### config.mk
export PLATFORM = sky130hd
export DESIGN_NAME = pc_branch_unit_flat
export DESIGN_NICKNAME = d
export VERILOG_FILES = /design/src/rtl/pc_branch_unit_pkg.sv /design/src/rtl/pc_branch_unit_if.sv /design/src/rtl/pc_branch_unit_target_calc.sv /design/src/rtl/pc_branch_unit.sv /design/src/flat_wrapper.sv
export SDC_FILE = /design/constraint.sdc
export NUM_CORES = 1
export LEC_CHECK = 0
export CORE_ASPECT_RATIO = 1.1
export CORE_UTILIZATION = 50
export DETAILED_ROUTE_END_ITERATION = 10
export GPL_TIMING_DRIVEN = 0
export PLACE_DENSITY_LB_ADDON = 0.12
export SETUP_SLACK_MARGIN = 0.15
export SYNTH_ARGS = -nofsm -noshare
export SYNTH_HDL_FRONTEND = slang
export SYNTH_SLANG_ARGS = --single-unit
### constraint.sdc
create_clock -name i_clk -period 11.6 [get_ports i_clk]
set_input_delay 3.48 -clock i_clk [delete_from_list [all_inputs] [get_ports i_clk]]
set_output_delay 3.48 -clock i_clk [all_outputs]
set_load 0.005 [all_outputs]
### src/rtl/pc_branch_unit_pkg.sv
// Shared defaults and branch-kind encoding for the next-PC / branch resolution logic.
package pc_branch_unit_pkg;
  localparam int WIDTH_DEF       = 64;
  localparam int INSTR_BYTES_DEF = 4;
  localparam int IMM_SHIFT_DEF   = 2;
  localparam int CNT_WIDTH_DEF   = 32;

  typedef enum logic [1:0] {
    BR_NONE   = 2'd0,
    BR_COND   = 2'd1,
    BR_UNCOND = 2'd2,
    BR_REG    = 2'd3
  } br_kind_e;

  // When several kind flags are set, BR outranks B, which outranks CBZ/CBNZ.
  function automatic br_kind_e br_kind(input logic cond, input logic uncond, input logic reg_br);
    if (reg_br)      return BR_REG;
    else if (uncond) return BR_UNCOND;
    else if (cond)   return BR_COND;
    else             return BR_NONE;
  endfunction
endpackage

### src/rtl/pc_branch_unit_if.sv
// Execute-stage branch resolution bus: resolved instruction in, redirect/flush out.
interface pc_branch_unit_if
  import pc_branch_unit_pkg::*;
#(
  parameter int WIDTH = WIDTH_DEF
);
  logic             res_valid;
  logic [WIDTH-1:0] res_pc;
  logic [WIDTH-1:0] res_imm;
  logic [WIDTH-1:0] res_reg_target;
  logic             res_branch;
  logic             res_zero_invert;
  logic             res_uncond;
  logic             res_reg_branch;
  logic             res_alu_zero;
  logic             flush;
  logic             taken;

  modport master (
    output res_valid, res_pc, res_imm, res_reg_target, res_branch,
           res_zero_invert, res_uncond, res_reg_branch, res_alu_zero,
    input  flush, taken
  );

  modport slave (
    input  res_valid, res_pc, res_imm, res_reg_target, res_branch,
           res_zero_invert, res_uncond, res_reg_branch, res_alu_zero,
    output flush, taken
  );
endinterface

### src/rtl/pc_branch_unit_target_calc.sv
// Combinational branch resolution: taken decision, aligned target and misalignment flag.
module branch_target_calc
  import pc_branch_unit_pkg::*;
#(
  parameter int WIDTH     = WIDTH_DEF,
  parameter int IMM_SHIFT = IMM_SHIFT_DEF
) (
  input  logic             i_valid,
  input  logic [WIDTH-1:0] i_pc,
  input  logic [WIDTH-1:0] i_imm,
  input  logic [WIDTH-1:0] i_reg_target,
  input  logic             i_branch,
  input  logic             i_zero_invert,
  input  logic             i_uncond,
  input  logic             i_reg_branch,
  input  logic             i_alu_zero,
  output logic             o_is_br,
  output logic             o_taken,
  output logic [WIDTH-1:0] o_target,
  output logic             o_misalign
);
  br_kind_e         w_kind;
  logic [WIDTH-1:0] w_raw;
  logic [WIDTH-1:0] w_low_mask;

  assign w_kind     = br_kind(i_branch, i_uncond, i_reg_branch);
  assign w_low_mask = (WIDTH'(1) << IMM_SHIFT) - WIDTH'(1);

  assign o_is_br = i_valid & (i_branch | i_uncond | i_reg_branch);
  assign o_taken = i_valid & (i_reg_branch | i_uncond |
                              (i_branch & (i_alu_zero ^ i_zero_invert)));

  // Offset is in instructions; adder wraps silently at 2^WIDTH.
  assign w_raw      = (w_kind == BR_REG) ? i_reg_target : i_pc + (i_imm << IMM_SHIFT);
  assign o_target   = w_raw & ~w_low_mask;
  assign o_misalign = o_taken & (|(w_raw & w_low_mask));
endmodule

### src/rtl/pc_branch_unit.sv
// Owns the fetch PC: sequential advance, stall hold, branch redirect, sticky misalign, branch stats.
module pc_branch_unit
  import pc_branch_unit_pkg::*;
#(
  parameter int               WIDTH       = WIDTH_DEF,
  parameter int               INSTR_BYTES = INSTR_BYTES_DEF,
  parameter int               IMM_SHIFT   = IMM_SHIFT_DEF,
  parameter logic [WIDTH-1:0] RESET_PC    = '0,
  parameter int               CNT_WIDTH   = CNT_WIDTH_DEF
) (
  input  logic                 i_clk,
  input  logic                 i_rst,
  input  logic                 i_stall,
  pc_branch_unit_if.slave      bus,
  output logic [WIDTH-1:0]     o_pc,
  output logic                 o_misalign_fault,
  output logic [CNT_WIDTH-1:0] o_branch_count,
  output logic [CNT_WIDTH-1:0] o_taken_count
);
  logic                 w_is_br;
  logic                 w_taken;
  logic [WIDTH-1:0]     w_target;
  logic                 w_misalign;

  logic [WIDTH-1:0]     r_pc;
  logic                 r_fault;
  logic [CNT_WIDTH-1:0] r_bcnt;
  logic [CNT_WIDTH-1:0] r_tcnt;

  branch_target_calc #(.WIDTH(WIDTH), .IMM_SHIFT(IMM_SHIFT)) u_calc (
    .i_valid       (bus.res_valid),
    .i_pc          (bus.res_pc),
    .i_imm         (bus.res_imm),
    .i_reg_target  (bus.res_reg_target),
    .i_branch      (bus.res_branch),
    .i_zero_invert (bus.res_zero_invert),
    .i_uncond      (bus.res_uncond),
    .i_reg_branch  (bus.res_reg_branch),
    .i_alu_zero    (bus.res_alu_zero),
    .o_is_br       (w_is_br),
    .o_taken       (w_taken),
    .o_target      (w_target),
    .o_misalign    (w_misalign)
  );

  assign bus.flush = w_taken & ~i_rst;
  assign bus.taken = w_taken & ~i_rst;

  // Redirect beats stall: a resolved taken branch must never be lost.
  always_ff @(posedge i_clk or posedge i_rst) begin
    if (i_rst) begin
      r_pc    <= RESET_PC;
      r_fault <= 1'b0;
      r_bcnt  <= '0;
      r_tcnt  <= '0;
    end else begin
      if (w_taken)       r_pc <= w_target;
      else if (!i_stall) r_pc <= r_pc + WIDTH'(INSTR_BYTES);
      if (w_misalign) r_fault <= 1'b1;
      if (w_is_br && (r_bcnt != '1)) r_bcnt <= r_bcnt + CNT_WIDTH'(1);
      if (w_taken && (r_tcnt != '1)) r_tcnt <= r_tcnt + CNT_WIDTH'(1);
    end
  end

  assign o_pc             = r_pc;
  assign o_misalign_fault = r_fault;
  assign o_branch_count   = r_bcnt;
  assign o_taken_count    = r_tcnt;
endmodule

### src/flat_wrapper.sv
// flat-port wrapper written by rule: the top's interface ports become plain ports
module pc_branch_unit_flat import pc_branch_unit_pkg::*;
#(
  parameter int               WIDTH       = WIDTH_DEF,
  parameter int               INSTR_BYTES = INSTR_BYTES_DEF,
  parameter int               IMM_SHIFT   = IMM_SHIFT_DEF,
  parameter logic [WIDTH-1:0] RESET_PC    = '0,
  parameter int               CNT_WIDTH   = CNT_WIDTH_DEF
)
  (i_clk, i_rst, i_stall, o_pc, o_misalign_fault, o_branch_count, o_taken_count, bus_res_valid, bus_res_pc, bus_res_imm, bus_res_reg_target, bus_res_branch, bus_res_zero_invert, bus_res_uncond, bus_res_reg_branch, bus_res_alu_zero, bus_flush, bus_taken);
  pc_branch_unit_if #(.WIDTH(WIDTH)) bus_i ();
  input  logic i_clk;
  input  logic i_rst;
  input  logic i_stall;
  output logic [WIDTH-1:0] o_pc;
  output logic o_misalign_fault;
  output logic [CNT_WIDTH-1:0] o_branch_count;
  output logic [CNT_WIDTH-1:0] o_taken_count;
  input wire logic [$bits(bus_i.res_valid)-1:0] bus_res_valid;
  input wire logic [$bits(bus_i.res_pc)-1:0] bus_res_pc;
  input wire logic [$bits(bus_i.res_imm)-1:0] bus_res_imm;
  input wire logic [$bits(bus_i.res_reg_target)-1:0] bus_res_reg_target;
  input wire logic [$bits(bus_i.res_branch)-1:0] bus_res_branch;
  input wire logic [$bits(bus_i.res_zero_invert)-1:0] bus_res_zero_invert;
  input wire logic [$bits(bus_i.res_uncond)-1:0] bus_res_uncond;
  input wire logic [$bits(bus_i.res_reg_branch)-1:0] bus_res_reg_branch;
  input wire logic [$bits(bus_i.res_alu_zero)-1:0] bus_res_alu_zero;
  output wire logic [$bits(bus_i.flush)-1:0] bus_flush;
  output wire logic [$bits(bus_i.taken)-1:0] bus_taken;
  assign bus_i.res_valid = bus_res_valid;
  assign bus_i.res_pc = bus_res_pc;
  assign bus_i.res_imm = bus_res_imm;
  assign bus_i.res_reg_target = bus_res_reg_target;
  assign bus_i.res_branch = bus_res_branch;
  assign bus_i.res_zero_invert = bus_res_zero_invert;
  assign bus_i.res_uncond = bus_res_uncond;
  assign bus_i.res_reg_branch = bus_res_reg_branch;
  assign bus_i.res_alu_zero = bus_res_alu_zero;
  assign bus_flush = bus_i.flush;
  assign bus_taken = bus_i.taken;
  pc_branch_unit #(.WIDTH(WIDTH), .INSTR_BYTES(INSTR_BYTES), .IMM_SHIFT(IMM_SHIFT), .RESET_PC(RESET_PC), .CNT_WIDTH(CNT_WIDTH)) u_core (.i_clk(i_clk), .i_rst(i_rst), .i_stall(i_stall), .bus(bus_i), .o_pc(o_pc), .o_misalign_fault(o_misalign_fault), .o_branch_count(o_branch_count), .o_taken_count(o_taken_count));
endmodule
### Yosys cells after proc, flatten, opt, wreduce, memory -nomap -nowiden

Cells that the tools add are included.

| word-level totals | value |
|---|---|
| register bits after elaboration | 129 |
| bits of input ports | 201 |

| operators by class | value |
|---|---|
| add/subtract/negate cells | 4 |
| equal/unequal tests | 4 |
| multiplexer cells | 6 |
| bitwise operators | 11 |
| reduce and logical (&&, ||, !) cells | 3 |

Operators with widths:

| operator | number |
|---|---|
| 64-bit two-way mux | 3 |
| 32-bit by 1-bit adder with 32-bit output, second input constant | 2 |
| 64-bit by 3-bit adder with 64-bit output, second input constant | 1 |
| 64-bit adder | 1 |
| 32-bit != test, second input constant | 2 |
| 1-bit bitwise AND | 5 |
| 2-bit two-way mux | 2 |
| 1-bit OR | 4 |
| 2-bit equality test, second input constant | 1 |
| 1-bit logical AND | 2 |
| 2-bit by 1-bit != test with 1-bit output, second input constant | 1 |
| 2-bit OR reduction | 1 |
| 1-bit two-way mux | 1 |
| 1-bit NOT | 1 |
| 1-bit XOR | 1 |

### Logic depth before layout (Yosys ltp)

| logic depth | value |
|---|---|
| word-level depth | 7 |
| depth in mapped cells | 11 |
| depth with buffers taken out | 11 |

### By module

From an unflattened synthesis, not the netlist that was laid out.

| unflattened totals | value |
|---|---|
| cell total of the unflattened synthesis | 1386 |
| area, all modules | 11213.3 µm² |

Modules (own cells, without submodules):

| module | times used | cells each | area each (µm²) | seq. area each (µm²) |
|---|---|---|---|---|
| pc_branch_unit | 1 | 716 | 6842.8 | 3228.1 |
| branch_target_calc | 1 | 670 | 4370.4 | 0.0 |

### Least setup slack after synthesis

Ideal clock, no wire load.

| path | value |
|---|---|
| path kind | input to output |
| from | input bus_res_reg_branch |
| to | output bus_taken |
| arrival | 5284 ps |
| slack | 2836 ps |
| stages on the path | 7 |
| path through | o31ai_1 -> a21o_1 -> clkbuf_1 -> buf_1 -> buf_1 -> nor2_1 -> buf_4 |

| on the way | value |
|---|---|
| cells in the longest elaborated chain, start to end | 4 |

Ends and longest elaborated chain:

| what | line | RTL |
|---|---|---|
| from (decl) | flat_wrapper.sv:26 | `input wire logic [$bits(bus_i.res_reg_branch)-1:0] bus_res_reg_branch;` |
| 1-bit OR (2 in series) | pc_branch_unit_target_calc.sv:30 | `assign o_taken = i_valid & (i_reg_branch \| i_uncond \|` |
| 1-bit bitwise AND | pc_branch_unit_target_calc.sv:30 |  |
| 1-bit bitwise AND | n/a |  |
| to (decl) | flat_wrapper.sv:29 | `output wire logic [$bits(bus_i.taken)-1:0] bus_taken;` |

Every way passes these cells.

### Final worst setup path

| path | value |
|---|---|
| from | input bus_res_uncond |
| to | output bus_taken |

| on the way | value |
|---|---|
| cells in the longest elaborated chain, start to end | 4 |

Ends and longest elaborated chain:

| what | line | RTL |
|---|---|---|
| from (decl) | flat_wrapper.sv:25 | `input wire logic [$bits(bus_i.res_uncond)-1:0] bus_res_uncond;` |
| 1-bit OR (2 in series) | pc_branch_unit_target_calc.sv:30 |  |
| 1-bit bitwise AND | pc_branch_unit_target_calc.sv:30 |  |
| 1-bit bitwise AND | pc_branch_unit.sv:47 | `assign bus.taken = w_taken & ~i_rst;` |

Every way passes these cells.

==> results_dict.tcl <==
set metrics [dict create \
    outcome "finished clean" \
    worst-setup-path-type "in2out" \
    syn-cell-area_um2 10800 \
    place_ws_ps 907 \
    cts_htree_levels 4 \
    crit_fanout 10 \
    grt_max_degree 72 \
    fin_crit_ps 10760 \
    skew_ps 12.2 \
    setup_tns_ps 0 \
    cts.sinks 127 \
    fin_ws_ps 843 \
    antenna_left 0 \
    layout.nets 1951 \
    reg2reg_slack_ps 8670 \
    ioPinCount 332 \
    ys_types 75 \
    wl_per_cell_um 19.5 \
    hold_path_class "reg2reg" \
    timing.slew.headroom_pct 33.6 \
    rows 56 \
    ys.flop_type "dfrtp_1" \
    numCtsBuffers 17 \
    layout_commonest_cell "clkdlybuf4s50_1" \
    drt-pass1-iter-count 7 \
    start_util_pct 50.8 \
    cp_num_buf_inv 6 \
    critPathMaxStageDelay_ps 850 \
    hold_violations 0 \
    synth_edf_count 0 \
    cts_hold_buf 0 \
    p_leak_nw 5.98 \
    die_y_um 156 \
    portBuffers 326 \
    start_kind "input pin" \
    tightest_slew_ps 988 \
    cts_setup_buffers 0 \
    ir_worst_vdd_mv 0.103 \
    clkLatencyLatePin_ps 420 \
    p_per_area_nw_per_um2 121 \
    ys_ff_latch 127 \
    setup_violations 0 \
    cts-root-buf "clkbuf_16" \
    core_um2 21300 \
    cts.path.max_buffers 2 \
    hpwl_mm 30.9 \
    gr-usage-all-layers_pct 34.5 \
    cts_tree "built" \
    yosysWarnings 0 \
    critical-path-top-delay-family "buffers and inverters" \
    syn2layout_area_growth_pct 39.5 \
    post-route-period-util_pct 92.7 \
    final_layout_size_suffix_gt1_share_pct 4.30 \
    clkTransAtPathRegs_ps 60 \
    final_max_slew_viol_count 0 \
    rsz0062_at_grt "no" \
    drtIter0Drc 1078 \
    ys_async_sr_fraction_pct 100 \
    grt_antenna_before_repair 4 \
    end_kind "output port" \
    syn_inst 1338 \
    fmax_mhz 93.0 \
    final_cell_mix "clkdlybuf4s50_1 (326), nand2_1 (144), a21oi_1 (130), dfrtp_1 (127), xnor2_1 (98)" \
    vias 12100 \
    die_w_um 142 \
    ctsResizeCount 0 \
    cp.arrival_ps 7280 \
    cp.required_ps 8120 \
    drc 0 \
    avgSynthCellArea_um2 8.09 \
    crit_path_cell_trace "clkdlybuf4s50_1 > o31ai_1 > a21o_1 > clkbuf_1 > buf_1 > buf_1 > nor2_1 > buf_4 > clkdlybuf4s50_1" \
    seq_area_frac_synth_pct 29.4 \
    cap_viol_max_count 0 \
    gp_congestion 0.955 \
    grt_pass1_vias 11200 \
    fp.dieArea_um2 22200 \
    viasPerCell 6.08 \
    grt_overflow_total 0 \
    drt_wl_total_mm 38.9 \
    slowest_stage "o31ai_1" \
    grt_pass1_wl_mm 59.2 \
]
## through the flow
step	instances	hold slack (ps)	util, %	instance area [µm²]	total power, mW
after floorplan	1339	451	-	10800	0.925
after global placement	1955	472	67.9	14500	1.25
after detailed placement	1956	485	68.0	14500	1.26
after CTS	1988	494	70.9	15100	1.82
after global routing	1992	511	70.9	15100	1.91
final	1992	493	70.9	15100	1.82
## layer usage
layer	GRT usage (%)	share of wire, %	vias to the layer above
met4	15.5	4.2	0
met1	43.9	40	5748
li1	-	-	5593
met2	56.6	47	669
met5	0	0	-
met3	6.49	9.0	100
## final cells by class
type,count,area (µm²)
Multi-Input combinational cell,1115,7270
Fill cell,1780,6200
Timing Repair Buffer,327,3290
Sequential cell,127,3180
Clock buffer,18,439
Tap cell,290,363
Buffer,67,273
Clock inverter,14,168
Inverter,30,118
Antenna cell,4,10.0
## cell usage after synthesis, types with 4 or more instances
cell      instances  share of area, %
inv_1            29               1.0
nor3b_1           5              0.35
xnor2_1          98               7.9
a21o_1           22               1.5
nand4_1          61               3.5
and4_1           12              0.97
o31a_1            4              0.32
and3_1           26               1.5
a21boi_0         10              0.69
nor4_1           12              0.69
o21ai_0          73               3.4
nand3_1          57               2.6
a31oi_1          15              0.87
nand2_1         144               5.0
dfrtp_1         127                29
mux2i_1           7              0.65
o221ai_1          4              0.32
o22ai_1          11              0.64
a221oi_1          6              0.49
nor2b_1           5              0.29
o211ai_1          6              0.42
a211oi_1         25               1.7
buf_2             8              0.37
buf_1             7              0.24
nand3b_1          9              0.62
nor3_1           26               1.2
nand2b_1          9              0.52
ha_1             64               7.4
nor2_1           95               3.3
and2_1           18               1.0
o21bai_1          8              0.55
clkbuf_1         49               1.7
or3_1             7              0.40
a21oi_1         130               6.0
o21a_1           14              0.97
xor2_1           66               5.3
o31ai_1           7              0.49
## path summary, 6_finish.rpt
check                                          from                  endpoint  depth (start not counted)
setup / recovery                     bus_res_uncond                 bus_taken                          9
max in group asynchronous                     i_rst           u_core.o_pc[63]                          3
min in group asynchronous                     i_rst   u_core.o_taken_count[8]                          2
hold / removal             u_core.o_taken_count[23]  u_core.o_taken_count[23]                          1
hold reg to reg            u_core.o_taken_count[23]  u_core.o_taken_count[23]                          1
setup reg to reg                     u_core.o_pc[9]           u_core.o_pc[45]                          9
## flip-flops by register name, indices dropped and copies added, names as in the netlist
signal	flops
u_core.o_pc	62
u_core.o_misalign_fault	1
u_core.o_taken_count	32
u_core.o_branch_count	32
## cell families after synthesis
| kind of cell | count (synthesis) | share of synthesized area [%] |
|---|---|---|
| adder cells (fa/ha/maj) | 65 | 7.58 |
| XOR/XNOR | 164 | 13.3 |
| buffers and inverters | 97 | 3.56 |
| multiplexers | 10 | 0.959 |
| AND/OR/NAND/NOR | 507 | 24.0 |
| AO/OA/AOI/OAI | 367 | 21.3 |
| other | 1 | 0.0346 |
| flip-flops | 127 | 29.4 |
## power breakdown
| part | internal [mW] | total, mW | switching, mW |
|---|---|---|---|
| logic | 0.339 | 0.669 | 0.330 |
| registers | 0.508 | 0.604 | 0.0966 |
| clock network | 0.330 | 0.552 | 0.222 |
| total | 1.18 | 1.82 | 0.648 |
No activity file was read; power rests on OpenSTA's default activity.
